`src/rtl/lemming_world_if.sv`:
```
// Lemming FSM <-> terrain link.
//   master : FSM side (drives walk/aah/digging/jumping, receives terrain status)
//   slave  : terrain side (lemming_world)
interface lemming_world_if;
  logic walk_left;
  logic walk_right;
  logic aah;
  logic digging;
  logic jumping;
  logic bump_left;
  logic bump_right;
  logic small_bump_left;
  logic small_bump_right;
  logic ground;
  logic dig;

  modport master (
    output walk_left, walk_right, aah, digging, jumping,
    input  bump_left, bump_right, small_bump_left, small_bump_right, ground, dig
  );

  modport slave (
    input  walk_left, walk_right, aah, digging, jumping,
    output bump_left, bump_right, small_bump_left, small_bump_right, ground, dig
  );
endinterface

```
`src/rtl/lemming_world.sv`:
```
// Behavioural 1-D terrain closing the loop around the lemming FSM.
// Tracks the lemming column, walls, steps and (diggable) holes, and returns
// bump / small_bump / ground / dig to the FSM. All outputs are registered.
// Ports:
//   clk      rising-edge clock
//   areset   asynchronous active-low reset
//   start    level; leaves IDLE
//   dig_req  player dig command, forwarded one cycle later as fsm.dig
//   fsm      terrain side of lemming_world_if
//   pos_x    current column
//   state_o  IDLE=0 RUN=1 FALL=2 SPLAT=3 SAVED=4
module lemming_world #(
  parameter int unsigned         LEVEL_W     = 16,
  parameter int unsigned         X_W         = 4,
  parameter int unsigned         START_X     = 2,
  parameter logic [LEVEL_W-1:0]  WALL_MAP    = 16'h8001,
  parameter logic [LEVEL_W-1:0]  STEP_MAP    = 16'h0040,
  parameter logic [LEVEL_W-1:0]  HOLE_MAP    = 16'h0400,
  parameter logic [LEVEL_W-1:0]  DIG_MAP     = 16'h0010,
  parameter int unsigned         MOVE_DIV    = 4,
  parameter int unsigned         DIG_CYCLES  = 3,
  parameter int unsigned         FALL_DEPTH  = 5,
  parameter int unsigned         SPLAT_LIMIT = 8
) (
  input  logic               clk,
  input  logic               areset,
  input  logic               start,
  input  logic               dig_req,
  lemming_world_if.slave     fsm,
  output logic [X_W-1:0]     pos_x,
  output logic [2:0]         state_o
);

  localparam int unsigned TICK_W = (MOVE_DIV > 1) ? $clog2(MOVE_DIV) : 1;
  localparam int unsigned DIG_W  = $clog2(DIG_CYCLES + 1);

  typedef enum logic [2:0] {
    S_IDLE  = 3'd0,
    S_RUN   = 3'd1,
    S_FALL  = 3'd2,
    S_SPLAT = 3'd3,
    S_SAVED = 3'd4
  } state_e;

  state_e              state_q, state_d;
  logic [X_W-1:0]      pos_q, pos_d;
  logic [LEVEL_W-1:0]  holes_q, holes_d;
  logic [TICK_W-1:0]   tick_q, tick_d;
  logic [DIG_W-1:0]    dig_cnt_q, dig_cnt_d;
  logic [3:0]          fall_cnt_q, fall_cnt_d;
  logic                bump_left_q, bump_left_d;
  logic                bump_right_q, bump_right_d;
  logic                sbump_left_q, sbump_left_d;
  logic                sbump_right_q, sbump_right_d;
  logic                ground_q, ground_d;
  logic                dig_q, dig_d;

  logic                tick;
  logic [X_W-1:0]      left_t, right_t;
  logic                at_left_end, at_right_end;

  always_comb begin
    left_t       = pos_q - 1'b1;
    right_t      = pos_q + 1'b1;
    at_left_end  = (pos_q == '0);
    at_right_end = (pos_q == X_W'(LEVEL_W - 1));
  end

  always_comb begin
    state_d       = state_q;
    pos_d         = pos_q;
    holes_d       = holes_q;
    tick_d        = tick_q;
    dig_cnt_d     = dig_cnt_q;
    fall_cnt_d    = fall_cnt_q;
    bump_left_d   = 1'b0;
    bump_right_d  = 1'b0;
    sbump_left_d  = sbump_left_q;
    sbump_right_d = sbump_right_q;
    ground_d      = ground_q;
    dig_d         = dig_req;
    tick          = 1'b0;

    unique case (state_q)
      S_IDLE: begin
        sbump_left_d  = 1'b0;
        sbump_right_d = 1'b0;
        ground_d      = 1'b1;
        dig_d         = 1'b0;
        if (start) state_d = S_RUN;
      end

      S_RUN: begin
        tick          = (tick_q == TICK_W'(MOVE_DIV - 1));
        tick_d        = tick ? '0 : tick_q + 1'b1;
        sbump_left_d  = fsm.walk_left  && !at_left_end  && STEP_MAP[left_t];
        sbump_right_d = fsm.walk_right && !at_right_end && STEP_MAP[right_t];
        ground_d      = !holes_q[pos_q];
        if (!fsm.digging) dig_cnt_d = '0;

        if (holes_q[pos_q]) begin
          state_d = S_FALL;
        end else if (pos_q == X_W'(LEVEL_W - 2)) begin
          state_d = S_SAVED;
        end else if (tick) begin
          // Digging owns the tick, so a completing dig never coincides with a move.
          if (fsm.digging) begin
            if (DIG_MAP[pos_q]) begin
              if (dig_cnt_q == DIG_W'(DIG_CYCLES - 1)) begin
                holes_d[pos_q] = 1'b1;
                dig_cnt_d      = '0;
              end else begin
                dig_cnt_d = dig_cnt_q + 1'b1;
              end
            end
          end else if (fsm.walk_left && !fsm.walk_right) begin
            if (at_left_end || WALL_MAP[left_t]) bump_left_d = 1'b1;
            else if (!STEP_MAP[left_t] || fsm.jumping) pos_d = left_t;
          end else if (fsm.walk_right && !fsm.walk_left) begin
            if (at_right_end || WALL_MAP[right_t]) bump_right_d = 1'b1;
            else if (!STEP_MAP[right_t] || fsm.jumping) pos_d = right_t;
          end
        end
      end

      S_FALL: begin
        sbump_left_d  = 1'b0;
        sbump_right_d = 1'b0;
        if (fall_cnt_q == 4'(FALL_DEPTH - 1)) begin
          holes_d[pos_q] = 1'b0;
          ground_d       = 1'b1;
          fall_cnt_d     = '0;
          state_d        = (FALL_DEPTH >= SPLAT_LIMIT) ? S_SPLAT : S_RUN;
        end else begin
          ground_d = 1'b0;
          if (fall_cnt_q != '1) fall_cnt_d = fall_cnt_q + 1'b1;
        end
      end

      default: ; // SPLAT / SAVED: hold everything, bumps drop, dig still follows dig_req
    endcase
  end

  always_ff @(posedge clk or negedge areset) begin
    if (!areset) begin
      state_q       <= S_IDLE;
      pos_q         <= X_W'(START_X);
      holes_q       <= HOLE_MAP;
      tick_q        <= '0;
      dig_cnt_q     <= '0;
      fall_cnt_q    <= '0;
      bump_left_q   <= 1'b0;
      bump_right_q  <= 1'b0;
      sbump_left_q  <= 1'b0;
      sbump_right_q <= 1'b0;
      ground_q      <= 1'b1;
      dig_q         <= 1'b0;
    end else begin
      state_q       <= state_d;
      pos_q         <= pos_d;
      holes_q       <= holes_d;
      tick_q        <= tick_d;
      dig_cnt_q     <= dig_cnt_d;
      fall_cnt_q    <= fall_cnt_d;
      bump_left_q   <= bump_left_d;
      bump_right_q  <= bump_right_d;
      sbump_left_q  <= sbump_left_d;
      sbump_right_q <= sbump_right_d;
      ground_q      <= ground_d;
      dig_q         <= dig_d;
    end
  end

  assign fsm.bump_left        = bump_left_q;
  assign fsm.bump_right       = bump_right_q;
  assign fsm.small_bump_left  = sbump_left_q;
  assign fsm.small_bump_right = sbump_right_q;
  assign fsm.ground           = ground_q;
  assign fsm.dig              = dig_q;
  assign pos_x                = pos_q;
  assign state_o              = state_q;

endmodule

```
`src/flat_wrapper.sv`:
```
// flat-port wrapper written by rule: the top's interface ports become plain ports
module lemming_world_flat 
#(
  parameter int unsigned         LEVEL_W     = 16,
  parameter int unsigned         X_W         = 4,
  parameter int unsigned         START_X     = 2,
  parameter logic [LEVEL_W-1:0]  WALL_MAP    = 16'h8001,
  parameter logic [LEVEL_W-1:0]  STEP_MAP    = 16'h0040,
  parameter logic [LEVEL_W-1:0]  HOLE_MAP    = 16'h0400,
  parameter logic [LEVEL_W-1:0]  DIG_MAP     = 16'h0010,
  parameter int unsigned         MOVE_DIV    = 4,
  parameter int unsigned         DIG_CYCLES  = 3,
  parameter int unsigned         FALL_DEPTH  = 5,
  parameter int unsigned         SPLAT_LIMIT = 8
)
  (clk, areset, start, dig_req, pos_x, state_o, fsm_walk_left, fsm_walk_right, fsm_aah, fsm_digging, fsm_jumping, fsm_bump_left, fsm_bump_right, fsm_small_bump_left, fsm_small_bump_right, fsm_ground, fsm_dig);
  lemming_world_if fsm_i ();
  input  logic clk;
  input  logic areset;
  input  logic start;
  input  logic dig_req;
  output logic [X_W-1:0] pos_x;
  output logic [2:0] state_o;
  input wire logic [$bits(fsm_i.walk_left)-1:0] fsm_walk_left;
  input wire logic [$bits(fsm_i.walk_right)-1:0] fsm_walk_right;
  input wire logic [$bits(fsm_i.aah)-1:0] fsm_aah;
  input wire logic [$bits(fsm_i.digging)-1:0] fsm_digging;
  input wire logic [$bits(fsm_i.jumping)-1:0] fsm_jumping;
  output wire logic [$bits(fsm_i.bump_left)-1:0] fsm_bump_left;
  output wire logic [$bits(fsm_i.bump_right)-1:0] fsm_bump_right;
  output wire logic [$bits(fsm_i.small_bump_left)-1:0] fsm_small_bump_left;
  output wire logic [$bits(fsm_i.small_bump_right)-1:0] fsm_small_bump_right;
  output wire logic [$bits(fsm_i.ground)-1:0] fsm_ground;
  output wire logic [$bits(fsm_i.dig)-1:0] fsm_dig;
  assign fsm_i.walk_left = fsm_walk_left;
  assign fsm_i.walk_right = fsm_walk_right;
  assign fsm_i.aah = fsm_aah;
  assign fsm_i.digging = fsm_digging;
  assign fsm_i.jumping = fsm_jumping;
  assign fsm_bump_left = fsm_i.bump_left;
  assign fsm_bump_right = fsm_i.bump_right;
  assign fsm_small_bump_left = fsm_i.small_bump_left;
  assign fsm_small_bump_right = fsm_i.small_bump_right;
  assign fsm_ground = fsm_i.ground;
  assign fsm_dig = fsm_i.dig;
  lemming_world #(.LEVEL_W(LEVEL_W), .X_W(X_W), .START_X(START_X), .WALL_MAP(WALL_MAP), .STEP_MAP(STEP_MAP), .HOLE_MAP(HOLE_MAP), .DIG_MAP(DIG_MAP), .MOVE_DIV(MOVE_DIV), .DIG_CYCLES(DIG_CYCLES), .FALL_DEPTH(FALL_DEPTH), .SPLAT_LIMIT(SPLAT_LIMIT)) u_core (.clk(clk), .areset(areset), .start(start), .dig_req(dig_req), .fsm(fsm_i), .pos_x(pos_x), .state_o(state_o));
endmodule
```
`config.mk`:
```
export PLATFORM = sky130hd
export DESIGN_NAME = lemming_world_flat
export DESIGN_NICKNAME = d
export VERILOG_FILES = /design/src/rtl/lemming_world_if.sv /design/src/rtl/lemming_world.sv /design/src/flat_wrapper.sv
export SDC_FILE = /design/constraint.sdc
export NUM_CORES = 1
export LEC_CHECK = 0
export ABC_CLOCK_PERIOD_IN_PS = 3300
export CORE_ASPECT_RATIO = 1.2
export CORE_MARGIN = 2
export CORE_UTILIZATION = 57
export CTS_CLUSTER_SIZE = 40
export DETAILED_ROUTE_END_ITERATION = 6
export PLACE_DENSITY = 0.81
export SYNTH_ARGS = -nofsm -noshare
export SYNTH_HDL_FRONTEND = slang
export SYNTH_SLANG_ARGS = --single-unit
```
`constraint.sdc`:
```
create_clock -name clk -period 3.3 [get_ports clk]
set_clock_uncertainty 0.15 [all_clocks]
set_input_delay 0.66 -clock clk [delete_from_list [all_inputs] [get_ports clk]]
set_output_delay 0.66 -clock clk [all_outputs]
set_load 0.01 [all_outputs]
```
==> results_dict.tcl <==
set metrics [dict create \
    critPathLaunchType "flop" \
    synth_compound_area_share_pct 20.09 \
    cp.depth 6 \
    synth_simple_gate_area_share_pct 18.91 \
    numCtsBuffers 5 \
    clockBufferDepth 2 \
    relSlewSlack_pct 46.38 \
    startpoint "u_core.pos_x[1]" \
    crit_path_end_kind "flop" \
    initial_core_util_pct 60.03 \
    yosys_warnings 0 \
    grt_pass1_wl_um 7590 \
    cts_tree "yes" \
    tightestPinTransition_ns 0.8043 \
    synth.distinct_cells 56 \
    power_leakage_nw 1.074 \
    synthMuxAreaShare_pct 8.578 \
    grt_use_met1_pct 30.92 \
    cp_cell_sequence "mux4_1 -> mux2i_4 -> o221ai_2 -> nor3b_4 -> a21oi_1 -> a31oi_1" \
    globalplace.congestion 0.8491 \
    ys.flop_type "dfrtp_1" \
    status "complete, no violations" \
    met3_usage_pct 5.169 \
    ant_nets 0 \
    critPathMaxStageDelay_ns 0.76 \
    ir_drop_mv 0.3427 \
    regArea_um2 929.6 \
    synth_top_family_by_area "compound AO/OA/AOI/OAI gates" \
    crit_type "reg2reg" \
    wl_per_cell_um 15.81 \
    postSynthCellCount 215 \
    fillers 273 \
    max_cap_viol_count 0 \
    pin_count 22 \
    drt-total-wl_um 4553 \
    fin_crit_ns 2.729 \
    synth_seq_area_share_pct 41.93 \
    slew_viol_final 0 \
    path_clk_slew_ns 0.07 \
    p_per_area_nw_per_um2 642.8 \
    hold_viol_final 0 \
    worst-r2r-cell-count 6 \
    grt_remaining_overflow 0 \
    rows 24 \
    dp_cells 280 \
    die_h_um 72.32 \
    crit_family "multiplexers" \
    met2_usage_pct 35.13 \
    multiInputGateArea_um2 1202 \
    synthAdderAreaFrac_pct 5.079 \
    finalCritPeriodShare_pct 82.70 \
    hold_slack_ns 0.3022 \
    avgViaCountPerCell 6.087 \
    ctsHoldBuffers 0 \
    synth_edf_count 0 \
    layout_commonest_cell "dfrtp_1" \
    drive_gt1_share_pct 12.71 \
    async_reset_ff_share_pct 100.0 \
    finalNonFillerCells 288 \
    busiest_layer "met2" \
    critPathSlowestCell "dfstp_2" \
    dr.first_iter.drc_count 105 \
    drc_errors 0 \
    yosys-top-cells-area "dfrtp_1 (38%), ha_1 (5.1%), a21boi_0 (4.1%)" \
    grt_pass1_vias 1609 \
    avgSynthCellArea_um2 10.31 \
    yosysTopAreaCellShare_pct 38.37 \
    cts.sinks 37 \
    core_um2 3694 \
    diodes 0 \
    timing.fmax_mhz 366.4 \
    postCtsSetupBuffers 0 \
    insertion_delay_ns 0.29 \
    grt_max_degree 38 \
    synth_area_leader_cell "dfrtp_1" \
    tns_ns 0 \
    mostFrequentLayoutCells "dfrtp_1 (34), clkdlybuf4s50_1 (19), nor2_1 (15), o21ai_0 (14), nand2_1 (13)" \
    crit_arrival_ns 2.78 \
    r2r-start "u_core.pos_x[1]" \
    setup_viol_count_final 0 \
    fin_nets 253 \
    holdCritPathClass "in2async" \
    cts_resized 0 \
    globalRouteTotalUtil_pct 23.09 \
    antenna_found_initial 0 \
    die-area_um2 4407 \
    regToRegSetupSlack_ns 0.57 \
    dr_total_vias 1753 \
    yosys.area_share.xor_xnor_pct 1.580 \
    critPathMaxFanout 17 \
    cp.required_ns 3.36 \
    area_delta_synth_final_pct 14.50 \
    die_w_um 60.94 \
    cts_max_level 2 \
    port_buffers 20 \
    drt_first_pass_iters 4 \
    dp_hpwl_um 3177 \
    rsz0062_at_grt "no" \
    synthesis.area_um2 2217 \
    synth_nets 233 \
    cp_num_buf_inv 0 \
    root_buffer "clkbuf_8" \
    yosys_register_bits 37 \
]
-- Yosys cell counts, types with 2 or more instances --
master,instances
xnor2_1,2
nand2_1,13
nor4b_1,2
nor3_1,7
dfstp_2,3
dfrtp_1,34
a21boi_0,12
mux2i_1,7
nor3b_2,3
a21o_1,3
o31ai_1,2
mux2_2,2
nand4_1,3
nand3_1,4
inv_1,7
a21oi_1,6
buf_2,2
a221o_1,2
clkbuf_1,8
and2_1,2
a31oi_1,10
nor2_1,15
nand4b_1,3
nand3b_1,4
nor2b_1,3
o211ai_1,3
ha_1,9
o21ai_0,14
xor2_1,2
mux4_1,2
-- worst min path at each step --
stage,start,slack (ns),to,cells after the start
3_3_place_gp,flop,0.32,flop,1
4_1_cts,areset,0.33,u_core.fsm.bump_right,1
2_1_floorplan,areset,0.21,async pin,0
5_1_grt,flop,0.35,flop,1
6_report,areset,0.30,u_core.pos_x[3],1
3_5_place_dp,flop,0.33,flop,1
-- power by group --
part	internal (mW)	switching, mW	leakage (nW)
clock	0.146	0.156	0.0450
sequential	0.517	0.130	0.489
combinational	0.330	0.353	0.540
total	0.993	0.638	1.07
-- cell families after synthesis --
| group | count (synthesis) |
|---|---|
| xor gates and xnor gates | 4 |
| muxes | 13 |
| and+or+nand+nor | 69 |
| adders and majority gates | 9 |
| DFF | 37 |
| buffers and inverters | 19 |
| AOI/OAI and AO/OA | 64 |
-- per-layer routing --
metal	wire [um]	up-vias
met1	2034	852
met3	175	13
li1	-	843
met4	142	0
met5	0	-
met2	2200	45
-- per-stage QoR --
step | instance area (um2) | utilization (%) | worst slack [ns] | total power [mW]
2_1_floorplan | 2217 | - | 0.8229 | 1.105
3_3_place_gp | 2456 | 66.50 | 0.5696 | 1.311
3_5_place_dp | 2456 | 66.50 | 0.5594 | 1.331
4_1_cts | 2539 | 68.73 | 0.5890 | 1.636
5_1_grt | 2539 | 68.73 | 0.3930 | 1.742
6_report | 2539 | 68.73 | 0.5708 | 1.632
-- layout make-up --
class,instances,area share [%]
repair buffers,25,9.167
clock inverters,2,0.3943
flip-flops and latches,37,36.62
multi-input cells,159,47.36
well taps,52,2.563
inverters,7,1.035
clock buffers,6,2.859
-- worst reg2reg max path, stage by stage (launching register included) --
cell	delay (ns)
dfstp_2	0.76
mux4_1	0.66
mux2i_4	0.23
o221ai_2	0.17
nor3b_4	0.38
a21oi_1	0.13
a31oi_1	0.16
Note: power is estimated with default switching activity, not from simulation.
